<file path="src/rtl/i2s_cfg_sequencer_if.sv">
// Signal bundle between the host-side configuration logic and the I2S control sequencer.
interface i2s_cfg_sequencer_if;
    logic        cfg_req;
    logic [31:0] cfg_word;
    logic [1:0]  cfg_drain;
    logic        tx_empty;
    logic        rx_empty;
    logic        frame_end;
    logic        cfg_busy;
    logic        cfg_ack;
    logic        cfg_err;
    logic        tx_block;
    logic        stop;
    logic        ctrl_wen;
    logic [31:0] ctrl_wdata;

    modport master (
        output cfg_req, cfg_word, cfg_drain, tx_empty, rx_empty, frame_end,
        input  cfg_busy, cfg_ack, cfg_err, tx_block, stop, ctrl_wen, ctrl_wdata
    );

    modport slave (
        input  cfg_req, cfg_word, cfg_drain, tx_empty, rx_empty, frame_end,
        output cfg_busy, cfg_ack, cfg_err, tx_block, stop, ctrl_wen, ctrl_wdata
    );
endinterface

</file>
<file path="src/rtl/i2s_cfg_sequencer.sv">
// Applies a new I2S control word at a frame boundary: optional FIFO drain, frame sync,
// control write inside a held stop window, and a clean abort on timeout.
module i2s_cfg_sequencer #(
    parameter int TIMEOUT    = 1024,
    parameter int SETTLE_CYC = 4
) (
    input  logic               pclk,
    input  logic               preset,
    i2s_cfg_sequencer_if.slave cfg
);

    localparam int TW = $clog2(TIMEOUT + 1);
    localparam int SW = (SETTLE_CYC > 1) ? $clog2(SETTLE_CYC) : 1;
    localparam logic [TW-1:0] TIMEOUT_LAST = TW'(TIMEOUT - 1);
    localparam logic [TW-1:0] TIMEOUT_MAX  = TW'(TIMEOUT);
    localparam logic [SW-1:0] SETTLE_LAST  = SW'(SETTLE_CYC - 1);

    typedef enum logic [2:0] {
        IDLE   = 3'd0,
        DRAIN  = 3'd1,
        SYNC   = 3'd2,
        WRITE  = 3'd3,
        SETTLE = 3'd4,
        DONE   = 3'd5,
        ERR    = 3'd6
    } state_t;

    state_t        state;
    state_t        state_next;
    logic [31:0]   word_q;
    logic [1:0]    drain_q;
    logic [TW-1:0] to_cnt;
    logic [SW-1:0] settle_cnt;
    logic          drain_ok;
    logic          timed_out;
    logic          accept;
    logic          busy_now;
    logic          busy_next;

    always_ff @(posedge pclk) begin
        if (!preset) begin
            state <= IDLE;
        end else begin
            state <= state_next;
        end
    end

    // The registered ack/err pulse is still visible in the IDLE cycle after DONE/ERR,
    // so a held request is only taken once that pulse has cleared.
    always_comb begin
        state_next = state;
        drain_ok   = (!drain_q[0] || cfg.tx_empty) && (!drain_q[1] || cfg.rx_empty);
        timed_out  = (to_cnt >= TIMEOUT_LAST);
        accept     = cfg.cfg_req && !cfg.cfg_ack && !cfg.cfg_err;
        case (state)
            IDLE:    if (accept) state_next = DRAIN;
            DRAIN: begin
                if (drain_ok) begin
                    state_next = SYNC;
                end else if (timed_out) begin
                    state_next = ERR;
                end
            end
            SYNC: begin
                if (cfg.frame_end) begin
                    state_next = WRITE;
                end else if (timed_out) begin
                    state_next = ERR;
                end
            end
            WRITE:   state_next = SETTLE;
            SETTLE:  if (settle_cnt == SETTLE_LAST) state_next = DONE;
            DONE:    state_next = IDLE;
            ERR:     state_next = IDLE;
            default: state_next = IDLE;
        endcase
        busy_now  = state inside {DRAIN, SYNC, WRITE, SETTLE};
        busy_next = state_next inside {DRAIN, SYNC, WRITE, SETTLE};
    end

    always_ff @(posedge pclk) begin
        if (!preset) begin
            word_q     <= '0;
            drain_q    <= '0;
            to_cnt     <= '0;
            settle_cnt <= '0;
        end else begin
            if (state == IDLE && state_next == DRAIN) begin
                word_q  <= cfg.cfg_word;
                drain_q <= cfg.cfg_drain;
            end
            if (state == IDLE) begin
                to_cnt <= '0;
            end else if ((state == DRAIN || state == SYNC) && to_cnt < TIMEOUT_MAX) begin
                to_cnt <= to_cnt + TW'(1);
            end
            if (state == SETTLE) begin
                settle_cnt <= settle_cnt + SW'(1);
            end else begin
                settle_cnt <= '0;
            end
        end
    end

    // Busy covers both the current and the upcoming state so it rises on the accepting
    // edge and stays high until the DONE/ERR pulse, spanning the whole stop window.
    always_ff @(posedge pclk) begin
        if (!preset) begin
            cfg.cfg_busy   <= 1'b0;
            cfg.tx_block   <= 1'b0;
            cfg.stop       <= 1'b0;
            cfg.ctrl_wen   <= 1'b0;
            cfg.ctrl_wdata <= '0;
            cfg.cfg_ack    <= 1'b0;
            cfg.cfg_err    <= 1'b0;
        end else begin
            cfg.cfg_busy <= busy_now || busy_next;
            cfg.tx_block <= busy_now || busy_next;
            cfg.stop     <= (state == WRITE) || (state == SETTLE);
            cfg.ctrl_wen <= (state == WRITE);
            if (state == WRITE) begin
                cfg.ctrl_wdata <= word_q;
            end
            cfg.cfg_ack <= (state == DONE);
            cfg.cfg_err <= (state == ERR);
        end
    end

    a_ack_err_exclusive: assert property (@(posedge pclk) disable iff (!preset)
        !(cfg.cfg_ack && cfg.cfg_err));
    a_wen_ack_exclusive: assert property (@(posedge pclk) disable iff (!preset)
        !(cfg.ctrl_wen && cfg.cfg_ack));
    a_stop_within_busy: assert property (@(posedge pclk) disable iff (!preset)
        cfg.stop |-> cfg.cfg_busy);

endmodule

</file>
<file path="src/flat_wrapper.sv">
// flat-port wrapper written by rule: the top's interface ports become plain ports
module i2s_cfg_sequencer_flat 
#(
    parameter int TIMEOUT    = 1024,
    parameter int SETTLE_CYC = 4
)
  (pclk, preset, cfg_cfg_req, cfg_cfg_word, cfg_cfg_drain, cfg_tx_empty, cfg_rx_empty, cfg_frame_end, cfg_cfg_busy, cfg_cfg_ack, cfg_cfg_err, cfg_tx_block, cfg_stop, cfg_ctrl_wen, cfg_ctrl_wdata);
  i2s_cfg_sequencer_if cfg_i ();
  input  logic pclk;
  input  logic preset;
  input wire logic [$bits(cfg_i.cfg_req)-1:0] cfg_cfg_req;
  input wire logic [$bits(cfg_i.cfg_word)-1:0] cfg_cfg_word;
  input wire logic [$bits(cfg_i.cfg_drain)-1:0] cfg_cfg_drain;
  input wire logic [$bits(cfg_i.tx_empty)-1:0] cfg_tx_empty;
  input wire logic [$bits(cfg_i.rx_empty)-1:0] cfg_rx_empty;
  input wire logic [$bits(cfg_i.frame_end)-1:0] cfg_frame_end;
  output wire logic [$bits(cfg_i.cfg_busy)-1:0] cfg_cfg_busy;
  output wire logic [$bits(cfg_i.cfg_ack)-1:0] cfg_cfg_ack;
  output wire logic [$bits(cfg_i.cfg_err)-1:0] cfg_cfg_err;
  output wire logic [$bits(cfg_i.tx_block)-1:0] cfg_tx_block;
  output wire logic [$bits(cfg_i.stop)-1:0] cfg_stop;
  output wire logic [$bits(cfg_i.ctrl_wen)-1:0] cfg_ctrl_wen;
  output wire logic [$bits(cfg_i.ctrl_wdata)-1:0] cfg_ctrl_wdata;
  assign cfg_i.cfg_req = cfg_cfg_req;
  assign cfg_i.cfg_word = cfg_cfg_word;
  assign cfg_i.cfg_drain = cfg_cfg_drain;
  assign cfg_i.tx_empty = cfg_tx_empty;
  assign cfg_i.rx_empty = cfg_rx_empty;
  assign cfg_i.frame_end = cfg_frame_end;
  assign cfg_cfg_busy = cfg_i.cfg_busy;
  assign cfg_cfg_ack = cfg_i.cfg_ack;
  assign cfg_cfg_err = cfg_i.cfg_err;
  assign cfg_tx_block = cfg_i.tx_block;
  assign cfg_stop = cfg_i.stop;
  assign cfg_ctrl_wen = cfg_i.ctrl_wen;
  assign cfg_ctrl_wdata = cfg_i.ctrl_wdata;
  i2s_cfg_sequencer #(.TIMEOUT(TIMEOUT), .SETTLE_CYC(SETTLE_CYC)) u_core (.pclk(pclk), .preset(preset), .cfg(cfg_i));
endmodule
</file>
<file path="config.mk">
export PLATFORM = sky130hd
export DESIGN_NAME = i2s_cfg_sequencer_flat
export DESIGN_NICKNAME = d
export VERILOG_FILES = /design/src/rtl/i2s_cfg_sequencer_if.sv /design/src/rtl/i2s_cfg_sequencer.sv /design/src/flat_wrapper.sv
export SDC_FILE = /design/constraint.sdc
export NUM_CORES = 1
export LEC_CHECK = 0
export ABC_AREA = 1
export ABC_CLOCK_PERIOD_IN_PS = 2200
export BUFFER_PORTS_ARGS = -buffer_cell sky130_fd_sc_hd__buf_2
export CAP_MARGIN = 20
export CORE_AREA = 2 2 120 75
export DETAILED_ROUTE_END_ITERATION = 6
export DIE_AREA = 0 0 122 77
export PLACE_DENSITY = 0.71
export SETUP_SLACK_MARGIN = 0.15
export SLEW_MARGIN = 30
export SYNTH_ARGS = -nofsm -noshare
export SYNTH_HDL_FRONTEND = slang
export SYNTH_SLANG_ARGS = --single-unit
</file>
<file path="constraint.sdc">
create_clock -name pclk -period 2.2 [get_ports pclk]
set_clock_uncertainty 0.15 [all_clocks]
set_input_delay 0.22 -clock pclk [delete_from_list [all_inputs] [get_ports pclk]]
set_output_delay 0.22 -clock pclk [all_outputs]
set_load 0.01 [all_outputs]
</file>
# ---- Word level (Yosys, flattened, before mapping)
# Cells that the tools add are included.
# W data, S select, Z words.
dict set report word_totals {
  reg_bits 87
  in_bits 40
  out_inout_bits 38
}
dict set report classes {
  add_sub_neg 2
  magnitude_cmp 2
  n_eq_ne 11
  muxes 6
  bitwise 1
  n_reduce_logical 19
}
# cell count
set op_table {}
lappend op_table {{$mux W3} 5}
lappend op_table {{$pmux W3 S5} 1}
lappend op_table {{$eq A3 B2 Y1 const B} 4}
lappend op_table {{$eq A3 B3 Y1 const B} 4}
lappend op_table {{$add A11 B1 Y11 const B} 1}
lappend op_table {{$ge A11 B10 Y1 const B} 1}
lappend op_table {{$lt A11 B11 Y1 const B} 1}
lappend op_table {{$reduce_bool A4 Y1} 2}
lappend op_table {{$eq A3 B1 Y1 const B} 2}
lappend op_table {{$logic_and A1 B1 Y1} 5}
lappend op_table {{$logic_or A1 B1 Y1} 5}
lappend op_table {{$logic_not A1 Y1} 4}
lappend op_table {{$logic_not A3 Y1} 1}
lappend op_table {{$add A2 B1 Y2 const B} 1}
lappend op_table {{$eq A2 B2 Y1 const B} 1}
lappend op_table {{$reduce_and A2 Y1} 1}
lappend op_table {{$reduce_or A2 Y1} 1}
lappend op_table {{$not A1 Y1} 1}

# ---- Depth between registers and ports, before layout
# Gate-level depths: netlist of the first run.
dict set report depth {
  word_depth 8
  depth_mapped 10
}

# ---- Least setup slack after synthesis of the first run
# Ideal clock, no wire load.
dict set report synth_path {
  path_kind {register to register}
  from {register u_core.to_cnt[0]}
  to {register u_core.cfg.cfg_busy}
  setup_time_ps 123
  t_arrival_ps 1274
  path_slack_ps 654
  path_stages_with_launch 11
  n_path_buf 0
  cell_sequence {dfxtp_1 > ha_1 > nand2_1 > nor2_2 > nand2_1 > nand3_1 > nor2_1 > nor2_1 > nand3_1 > nand2_1 > a21oi_1}
}
dict set report synth_via {
  elab_chain_len 7
}
# item line_no
set synth_rtl {}
lappend synth_rtl {{start: declaration} i2s_cfg_sequencer.sv:32} ;# logic [TW-1:0] to_cnt;
lappend synth_rtl {{start signal: assignment} i2s_cfg_sequencer.sv:95} ;# to_cnt <= to_cnt + TW'(1);
lappend synth_rtl {{$ge A11 B10 Y1 *} i2s_cfg_sequencer.sv:53} ;# timed_out = (to_cnt >= TIMEOUT_LAST);
lappend synth_rtl {{$mux W3 *} {i2s_cfg_sequencer.sv:60, i2s_cfg_sequencer.sv:67}}
lappend synth_rtl {{$mux W3 (on tied branches)} {i2s_cfg_sequencer.sv:65, i2s_cfg_sequencer.sv:58}}
lappend synth_rtl {{$pmux W3 S5 *} i2s_cfg_sequencer.sv:55} ;# case (state)
lappend synth_rtl {{$eq A3 B1 Y1, or another cell as far along} i2s_cfg_sequencer.sv:78} ;# busy_next = state_next inside {DRAIN, SYNC, WRITE, SETTLE};
lappend synth_rtl {{$reduce_bool A4 Y1 *} i2s_cfg_sequencer.sv:78}
lappend synth_rtl {{$logic_or A1 B1 Y1 *} i2s_cfg_sequencer.sv:117} ;# cfg.cfg_busy <= busy_now || busy_next;
lappend synth_rtl {{end signal: assignment} i2s_cfg_sequencer.sv:117}
lappend synth_rtl {{end: declaration} i2s_cfg_sequencer_if.sv:24} ;# output cfg_busy, cfg_ack, cfg_err, tx_block, stop, ctrl_wen, ctrl_wdata
# Every way passes the cells marked *; elsewhere a longest branch is shown, timed or not.
# A chain may end at the register's enable or synchronous reset.

# ---- Worst setup path in the final report of the first run
# Same ends and word-level chain as after synthesis.

==> flow_summary.yaml, run 1 <==
setup_path:
  setup.worst_path.end_class: "flip-flop"
  critical_path.top_delay_family: "simple AND/OR/NAND/NOR gates"
  ff2ff_setup_slack_ns: 0.30
  criticalPathCategory: "flip-flop to flip-flop"
  timing.critical_path.slowest_cell_delay_ns: 0.37
  cp_data_arrival_time_ns: 1.96
  register_to_register_path_depth: 10
  critPathBufInv: 0
  critPathLaunch: "u_core.to_cnt[0]"
  r2r-start: "u_core.to_cnt[0]"
  crit_path_cell_trace: "ha_1, nand2_1, nor2_2, nand2_1, nand3_1, nor2_1, nor2_1, nand3_1, nand2_1, a21oi_1"
  worst_setup_path_start_kind: "flip-flop"
  worstReg2RegEnd: "u_core.cfg.cfg_busy"
  crit_path_max_fanout: 4
  crit_path_top_delay_cell: "sky130_fd_sc_hd__dfxtp_1"
  critPathMostFrequentCell: "sky130_fd_sc_hd__nand2_1"
  required_ns: 2.27
synth:
  dominantRegCellSynth: "sky130_fd_sc_hd__dfxtp_1"
  synth-edff-count: 0
  yosys.area.top_type_share_pct: 53.4
  synthCells: 414
  yosysSeqAreaShare_pct: 53.4
  async_flop_share_pct: 0
  cell_variety_after_synth: 31
  synth_area_mm2: 0.00326
  ys_top_cells_by_area: "sky130_fd_sc_hd__dfxtp_1, sky130_fd_sc_hd__nor2_1, sky130_fd_sc_hd__o21ai_0"
  mappedNetlistNets: 456
  ys_ff_latch: 87
  ys_warn_count: 0
  synth_area_leader_cell: "sky130_fd_sc_hd__dfxtp_1"
  synthesis.area_per_instance_um2: 7.88
placed_design:
  port-buffer-count: 77
  post_dp_cell_area_mm2: 0.00371
  gp_congestion: 0.915
  dpl.hpwl_mm: 5.10
floorplan:
  die_w_um: 122
  die_h_um: 77
  initial_utilization_pct: 39.3
  core_area_mm2: 0.00830
  die_area_mm2: 0.00939
  placement_rows: 26
  top_level_ports: 78
timing:
  final_min_period_over_clock_period_pct: 86.1
  fmax_mhz: 528
  actual_transition_at_the_worst_max_transition_pin_ns: 0.569
  slew_headroom_pct: 61.9
  fin_tns_setup_ns: 0
  hold_violations: 0
  final-setup-viol-count: 0
  max_transition_viols_final: 0
  period_minus_slack_ns: 1.90
  rsz0062_at_grt: "no"
grt:
  grt_overflow: 0
  grt_pass1_vias: 2641
  groute.usage.overall_pct: 17.4
  grt_antenna_before_repair: 0
  pin_count_of_the_biggest_net_entering_global_routing: 69
  grt_pass1_wl_mm: 12.8
drt:
  dr.pass1.iters: 4
  route.detailed.drc: 0
  routedWlPerCell_um: 12.7
  vias: 2945
  routed_via_density: 4.80
  ant_nets: 0
  drt-total-wl_mm: 7.79
  starting_drc_count_in_detailed_routing: 187
pwr:
  leakage_nw: 1.96
  peak_supply_drop_mv: 0.393
  power_per_cell_area_mw_per_mm2: 927
hold_path:
  hp-start: "cfg_cfg_word[4]"
  worst_hold_path.endpoint: "u_core.word_q[4]"
  holdCritPathClass: "primary input to flip-flop"
  hold_depth: 3
outcome:
  run_status: "complete, no violations"
clock_tree:
  numCtsBuffers: 9
  cts_root_buf: "sky130_fd_sc_hd__clkbuf_16"
  cts.htree.levels: 3
  clk_path_buf_depth: 2
  cts.reportedPaths.clkPinSlew_ns: 0.06
  clkSinkCount: 87
  cts_tree: "built"
  worst_skew_pair.late_latency_ns: 0.34
final_layout:
  utilization_pct: 50.2
  seq_area_mm2: 0.00174
  fillCellCount: 818
  syn_to_final_growth_pct: 27.6
  number_of_inserted_diodes: 0
  post-route-cell-area_mm2: 0.00416
  nNetsFinal: 539
  post_route_cells_drive_above_1_share_pct: 23.5
  multi_input_area_mm2: 0.00133
flow_run:
  cap_violations: 0
-- metrics by stage --
step	hold slack, ns	power [W]	std cells	setup slack (ns)
3_3_place_gp	0.255	0.00221	586	0.269
3_5_place_dp	0.261	0.00222	586	0.228
5_1_grt	0.0120	0.00406	614	0.153
4_1_cts	0.00187	0.00390	614	0.208
6_report	0.0106	0.00386	614	0.305
2_1_floorplan	0.233	0.00210	414	0.654
-- worst min-delay path, cell delays in order --
cell and delay, ns:
sky130_fd_sc_hd__buf_2 0.08, sky130_fd_sc_hd__o21ai_0 0.07, sky130_fd_sc_hd__nor2_1 0.09
-- final cells by class --
class / count / area share, %
clock buffer: 9 / 5.41
tap: 112 / 3.37
timing repair buffer: 93 / 12.9
clock inverter: 7 / 2.46
sequential: 87 / 41.8
inverter: 20 / 2.04
multi-input combinational: 286 / 32.0
-- cells in the mapped netlist (2+ instances only) --
cell type	instances
sky130_fd_sc_hd__o21ai_1	4
sky130_fd_sc_hd__nor2_2	4
sky130_fd_sc_hd__buf_4	4
sky130_fd_sc_hd__dfxtp_1	87
sky130_fd_sc_hd__nor3_1	2
sky130_fd_sc_hd__nand2_4	4
sky130_fd_sc_hd__nand3_2	3
sky130_fd_sc_hd__clkbuf_2	2
sky130_fd_sc_hd__nand3_1	6
sky130_fd_sc_hd__nor2_1	146
sky130_fd_sc_hd__ha_1	2
sky130_fd_sc_hd__buf_2	2
sky130_fd_sc_hd__nand2_1	20
sky130_fd_sc_hd__a21oi_1	13
sky130_fd_sc_hd__nor3_4	2
sky130_fd_sc_hd__o21a_1	2
sky130_fd_sc_hd__inv_1	14
sky130_fd_sc_hd__o21ai_0	68
sky130_fd_sc_hd__inv_2	4
sky130_fd_sc_hd__clkbuf_1	11
sky130_fd_sc_hd__nand4_1	4
-- state kept, by name, summed over array words and instances (netlist names) --
name                   flops
u_core.word_q             32
u_core.drain_q             2
u_core.cfg.ctrl_wen        1
u_core.to_cnt             11
u_core.cfg.cfg_ack         1
u_core.cfg.cfg_err         1
u_core.settle_cnt          2
u_core.state               3
u_core.cfg.ctrl_wdata     32
u_core.cfg.stop            1
u_core.cfg.cfg_busy        1
-- report_power, final --
group          total, W  switching, W  internal (W)
Sequential      0.00175     0.0000606       0.00169
Combinational  0.000457      0.000288      0.000169
Clock           0.00165      0.000641       0.00101
-- timing repair --
item | CTS | global route
gates resized for setup | 0 | 3
buffers inserted | 0 | 0
endpoints found under the setup margin | 0 | 58
endpoints found under the hold margin | 12 | 0
hold buffers | 12 | 0
-- cell usage in the layout, fill, tap and decap left out, types with 2 or more instances in the layout --
cell type	instances
sky130_fd_sc_hd__bufinv_16	2
sky130_fd_sc_hd__nor3_4	2
sky130_fd_sc_hd__nor3_1	2
sky130_fd_sc_hd__inv_6	4
sky130_fd_sc_hd__inv_1	14
sky130_fd_sc_hd__nand4_1	4
sky130_fd_sc_hd__nor2_2	4
sky130_fd_sc_hd__inv_4	2
sky130_fd_sc_hd__o21ai_0	68
sky130_fd_sc_hd__dlygate4sd3_1	12
sky130_fd_sc_hd__nand2_4	4
sky130_fd_sc_hd__buf_4	4
sky130_fd_sc_hd__dfxtp_1	87
sky130_fd_sc_hd__nand2_1	20
sky130_fd_sc_hd__o21a_1	2
sky130_fd_sc_hd__clkbuf_16	9
sky130_fd_sc_hd__buf_2	77
sky130_fd_sc_hd__nand3_1	6
sky130_fd_sc_hd__nand3_2	3
sky130_fd_sc_hd__inv_2	3
sky130_fd_sc_hd__a21oi_1	13
sky130_fd_sc_hd__o21ai_1	4
sky130_fd_sc_hd__nor2_1	146
sky130_fd_sc_hd__ha_1	2
-- routing by layer --
layer / up-vias / track usage [%] / part of all wire, %
met3: 9 / 5.51 / 5.8
met1: 1335 / 24.3 / 49
met5: - / 0 / 0
li1: 1504 / - / -
met4: 0 / 4.83 / 1.2
met2: 97 / 26.0 / 44
-- how the worst max path moves through the flow --
stage / slack [ns] / cells past startpoint / endpoint
6_report: 0.30 / 10 / u_core.cfg.cfg_busy
5_1_grt: 0.15 / 10 / u_core.cfg.cfg_busy
4_1_cts: 0.21 / 7 / u_core.word_q[26]
3_5_place_dp: 0.23 / 7 / u_core.word_q[15]
3_3_place_gp: 0.27 / 5 / u_core.cfg.ctrl_wdata[5]
2_1_floorplan: 0.65 / 10 / u_core.cfg.cfg_busy
-- cells by family (layout without fill, tap and decap cells) --
family                   after synthesis  in the layout  synth area share [%]
AO/OA/AOI/OAI                         88             88                  13.7
XOR/XNOR                               1              1                 0.269
adder cells (fa/ha/maj)                2              2                 0.767
buffers and inverters                 41            129                  5.75
flip-flops                            87             87                  53.4
AND/OR/NAND/NOR                      195            195                  26.1
Note: power is estimated with default switching activity, not from simulation.
==> inputs of run 2 (changes only) <==
--- a/config.mk
+++ b/config.mk
@@ -5,14 +5,14 @@
 export SDC_FILE = /design/constraint.sdc
 export NUM_CORES = 1
 export LEC_CHECK = 0
-export ABC_AREA = 1
+export ABC_AREA = 0
 export ABC_CLOCK_PERIOD_IN_PS = 2200
 export BUFFER_PORTS_ARGS = -buffer_cell sky130_fd_sc_hd__buf_2
 export CAP_MARGIN = 20
-export CORE_AREA = 2 2 120 75
+export CORE_AREA = 2 2 117 73
 export DETAILED_ROUTE_END_ITERATION = 6
-export DIE_AREA = 0 0 122 77
-export PLACE_DENSITY = 0.71
+export DIE_AREA = 0 0 119 75
+export PLACE_DENSITY = 0.76
 export SETUP_SLACK_MARGIN = 0.15
 export SLEW_MARGIN = 30
 export SYNTH_ARGS = -nofsm -noshare
==> run 2 against run 1 <==
Non-clock buffer count up 24. Utilization up 8.3 points. Register-to-register slack better by 0.08 ns. Critical path depth down 5.
==> flow_summary.yaml, run 2 <==
outcome:
  run_status: "complete, no violations"
clock_tree:
  cts.reportedPaths.clkPinSlew_ns: 0.06
  postCtsSetupBuffers: 0
  clkSinkCount: 87
  cts.htree.levels: 3
  cts_tree: "built"
  numCtsBuffers: 9
  worst_skew_pair.late_latency_ns: 0.34
  clk_path_buf_depth: 2
  cts_root_buf: "sky130_fd_sc_hd__clkbuf_16"
floorplan:
  die_w_um: 119
  top_level_ports: 78
  die_area_mm2: 0.00893
  initial_utilization_pct: 44.5
  die_h_um: 75
  placement_rows: 25
  core_area_mm2: 0.00779
setup_path:
  required_ns: 2.31
  crit_path_max_fanout: 32
  cp_data_arrival_time_ns: 1.92
  worst_setup_path_start_kind: "flip-flop"
  criticalPathCategory: "flip-flop to flip-flop"
  setup.worst_path.end_class: "flip-flop"
placed_design:
  dpl.hpwl_mm: 5.32
  post_dp_cell_area_mm2: 0.00394
  port-buffer-count: 77
  detailedPlace.worstSlack_ns: 0.403
  cell_total_after_placement: 569
  gp_congestion: 0.835
timing:
  max_transition_viols_final: 0
  final_min_period_over_clock_period_pct: 82.3
  hold_violations: 0
  rsz0062_at_grt: "no"
  fin_tns_setup_ns: 0
  final_critical_path_setup_slack_ns: 0.388
  period_minus_slack_ns: 1.81
  finalHoldWorstSlack_ns: 0.00630
  slew_headroom_pct: 70.1
  final-setup-viol-count: 0
  actual_transition_at_the_worst_max_transition_pin_ns: 0.448
  fmax_mhz: 552
grt:
  grt_overflow: 0
  grt.busiest_layer: "met2"
  grt_antenna_before_repair: 0
  pin_count_of_the_biggest_net_entering_global_routing: 40
  grt_pass1_vias: 2838
  grt_use_met1_pct: 23.7
  groute.usage.overall_pct: 19.0
  grt_pass1_wl_mm: 13.2
  globalRouteMet3Util_pct: 6.44
  use_met2_pct: 31.9
drt:
  ant_nets: 0
  drt-total-wl_mm: 8.10
  starting_drc_count_in_detailed_routing: 224
  routedWlPerCell_um: 13.2
  routed_via_density: 4.94
  route.detailed.drc: 0
  vias: 3037
  dr.pass1.iters: 4
synth:
  ys_top_cells_by_area: "sky130_fd_sc_hd__dfxtp_1, sky130_fd_sc_hd__nand2_1, sky130_fd_sc_hd__a21boi_0"
  synth-edff-count: 0
  synth-simple-area-share_pct: 23.8
  post-synth-top-count-cell: "sky130_fd_sc_hd__nand2_1"
  synth-compound-area-share_pct: 19.5
  async_flop_share_pct: 0
  yosysSeqAreaShare_pct: 50.2
  synth_mux_area_share_pct: 0.866
  ys_ff_latch: 87
  synth_area_leader_cell: "sky130_fd_sc_hd__dfxtp_1"
  synth.top_cells.by_count: "sky130_fd_sc_hd__nand2_1, sky130_fd_sc_hd__dfxtp_1, sky130_fd_sc_hd__a21boi_0"
  dominantRegCellSynth: "sky130_fd_sc_hd__dfxtp_1"
  synthesis.area_per_instance_um2: 8.58
  yosys.area.top_type_share_pct: 50.2
  synthCells: 404
  mappedNetlistNets: 446
  ys_warn_count: 0
  synth_area_mm2: 0.00347
  post_synthesis_adder_cell_area_fraction_pct: 0.722
  synthXorXnorAreaFrac_pct: 0.974
  largest_family_of_logic_cells_by_synthesized_area: "simple AND/OR/NAND/NOR gates"
  cell_variety_after_synth: 41
final_layout:
  number_of_inserted_diodes: 0
  post-route-cell-area_mm2: 0.00456
  post_route_cells_drive_above_1_share_pct: 21.3
  fin_cells: 615
  syn_to_final_growth_pct: 31.5
  leading_cell_types_in_the_layout_fill_and_taps_excluded: "sky130_fd_sc_hd__nand2_1, sky130_fd_sc_hd__dfxtp_1, sky130_fd_sc_hd__buf_2"
  most_frequent_standard_cell_in_the_layout_excluding_fill_and_tap_cells: "sky130_fd_sc_hd__nand2_1"
  seq_area_mm2: 0.00174
  multi_input_area_mm2: 0.00159
  fillCellCount: 699
  layout_top_registers: "u_core.cfg.ctrl_wdata: 32 flops, u_core.word_q: 32 flops, u_core.to_cnt: 11 flops"
  nNetsFinal: 545
pwr:
  power_per_cell_area_mw_per_mm2: 821
  leakage_nw: 1.90
  peak_supply_drop_mv: 0.380
flow_run:
  cap_violations: 0
hold_path:
  holdCritPathClass: "primary input to flip-flop"
==> run 2: layout make-up <==
type | instances | area share, %
tap | 108 | 2.96
inverter | 1 | 0.0823
sequential | 87 | 38.2
clock buffer | 11 | 5.33
clock inverter | 4 | 1.54
multi-input combinational | 287 | 34.9
timing repair buffer | 117 | 17.0
==> run 2: per-layer routing <==
| layer | routed length [um] | vias to the layer above |
|---|---|---|
| met5 | 0 | - |
| met4 | 53 | 0 |
| met3 | 506 | 6 |
| met2 | 3760 | 89 |
| met1 | 3780 | 1412 |
| li1 | - | 1530 |
==> run 2: worst max-delay path: stages, from the launching register on <==
cell and delay (ns):
sky130_fd_sc_hd__dfxtp_1 0.57, sky130_fd_sc_hd__and2b_1 0.26, sky130_fd_sc_hd__and2_1 0.14, sky130_fd_sc_hd__buf_4 0.33, sky130_fd_sc_hd__nand2_1 0.09, sky130_fd_sc_hd__a21boi_0 0.17
==> run 2: final timing paths <==
| kind | slack [ns] | cells after the start | endpoint | from |
|---|---|---|---|---|
| setup reg to reg | 0.39 | 5 | u_core.cfg.ctrl_wdata[18] | u_core.state[1] |
| hold / removal | 0.006 | 3 | u_core.word_q[30] | cfg_cfg_word[30] |
| setup / recovery | 0.39 | 5 | u_core.cfg.ctrl_wdata[18] | u_core.state[1] |
| hold reg to reg | 0.31 | 1 | u_core.settle_cnt[0] | u_core.settle_cnt[0] |
==> run 2: cell families (layout without fill, tap and decap cells) <==
kind of cell / count (synthesis) / after routing
AND/OR/NAND/NOR: 188 / 188
AO/OA/AOI/OAI: 91 / 91
flip-flops: 87 / 87
buffers and inverters: 30 / 133
XOR/XNOR: 3 / 3
multiplexers: 3 / 3
adder cells (fa/ha/maj): 2 / 2
==> run 2: stage by stage <==
step           total power, W  util (%)
4_1_cts               0.00378      58.5
6_report              0.00374      58.5
5_1_grt               0.00391      58.5
2_1_floorplan         0.00201         -
3_5_place_dp          0.00215      50.5
3_3_place_gp          0.00213      50.5
==> run 2: power breakdown <==
part	total (W)	switching [W]	internal (W)
clock	0.00159	0.000576	0.00101
sequential	0.00171	0.0000551	0.00166
combinational	0.000443	0.000248	0.000195
==> run 2: what timing repair did <==
item,4_1_cts,5_1_grt
hold endpoints to repair,31,0
gates resized for setup,0,0
hold buffers,31,0
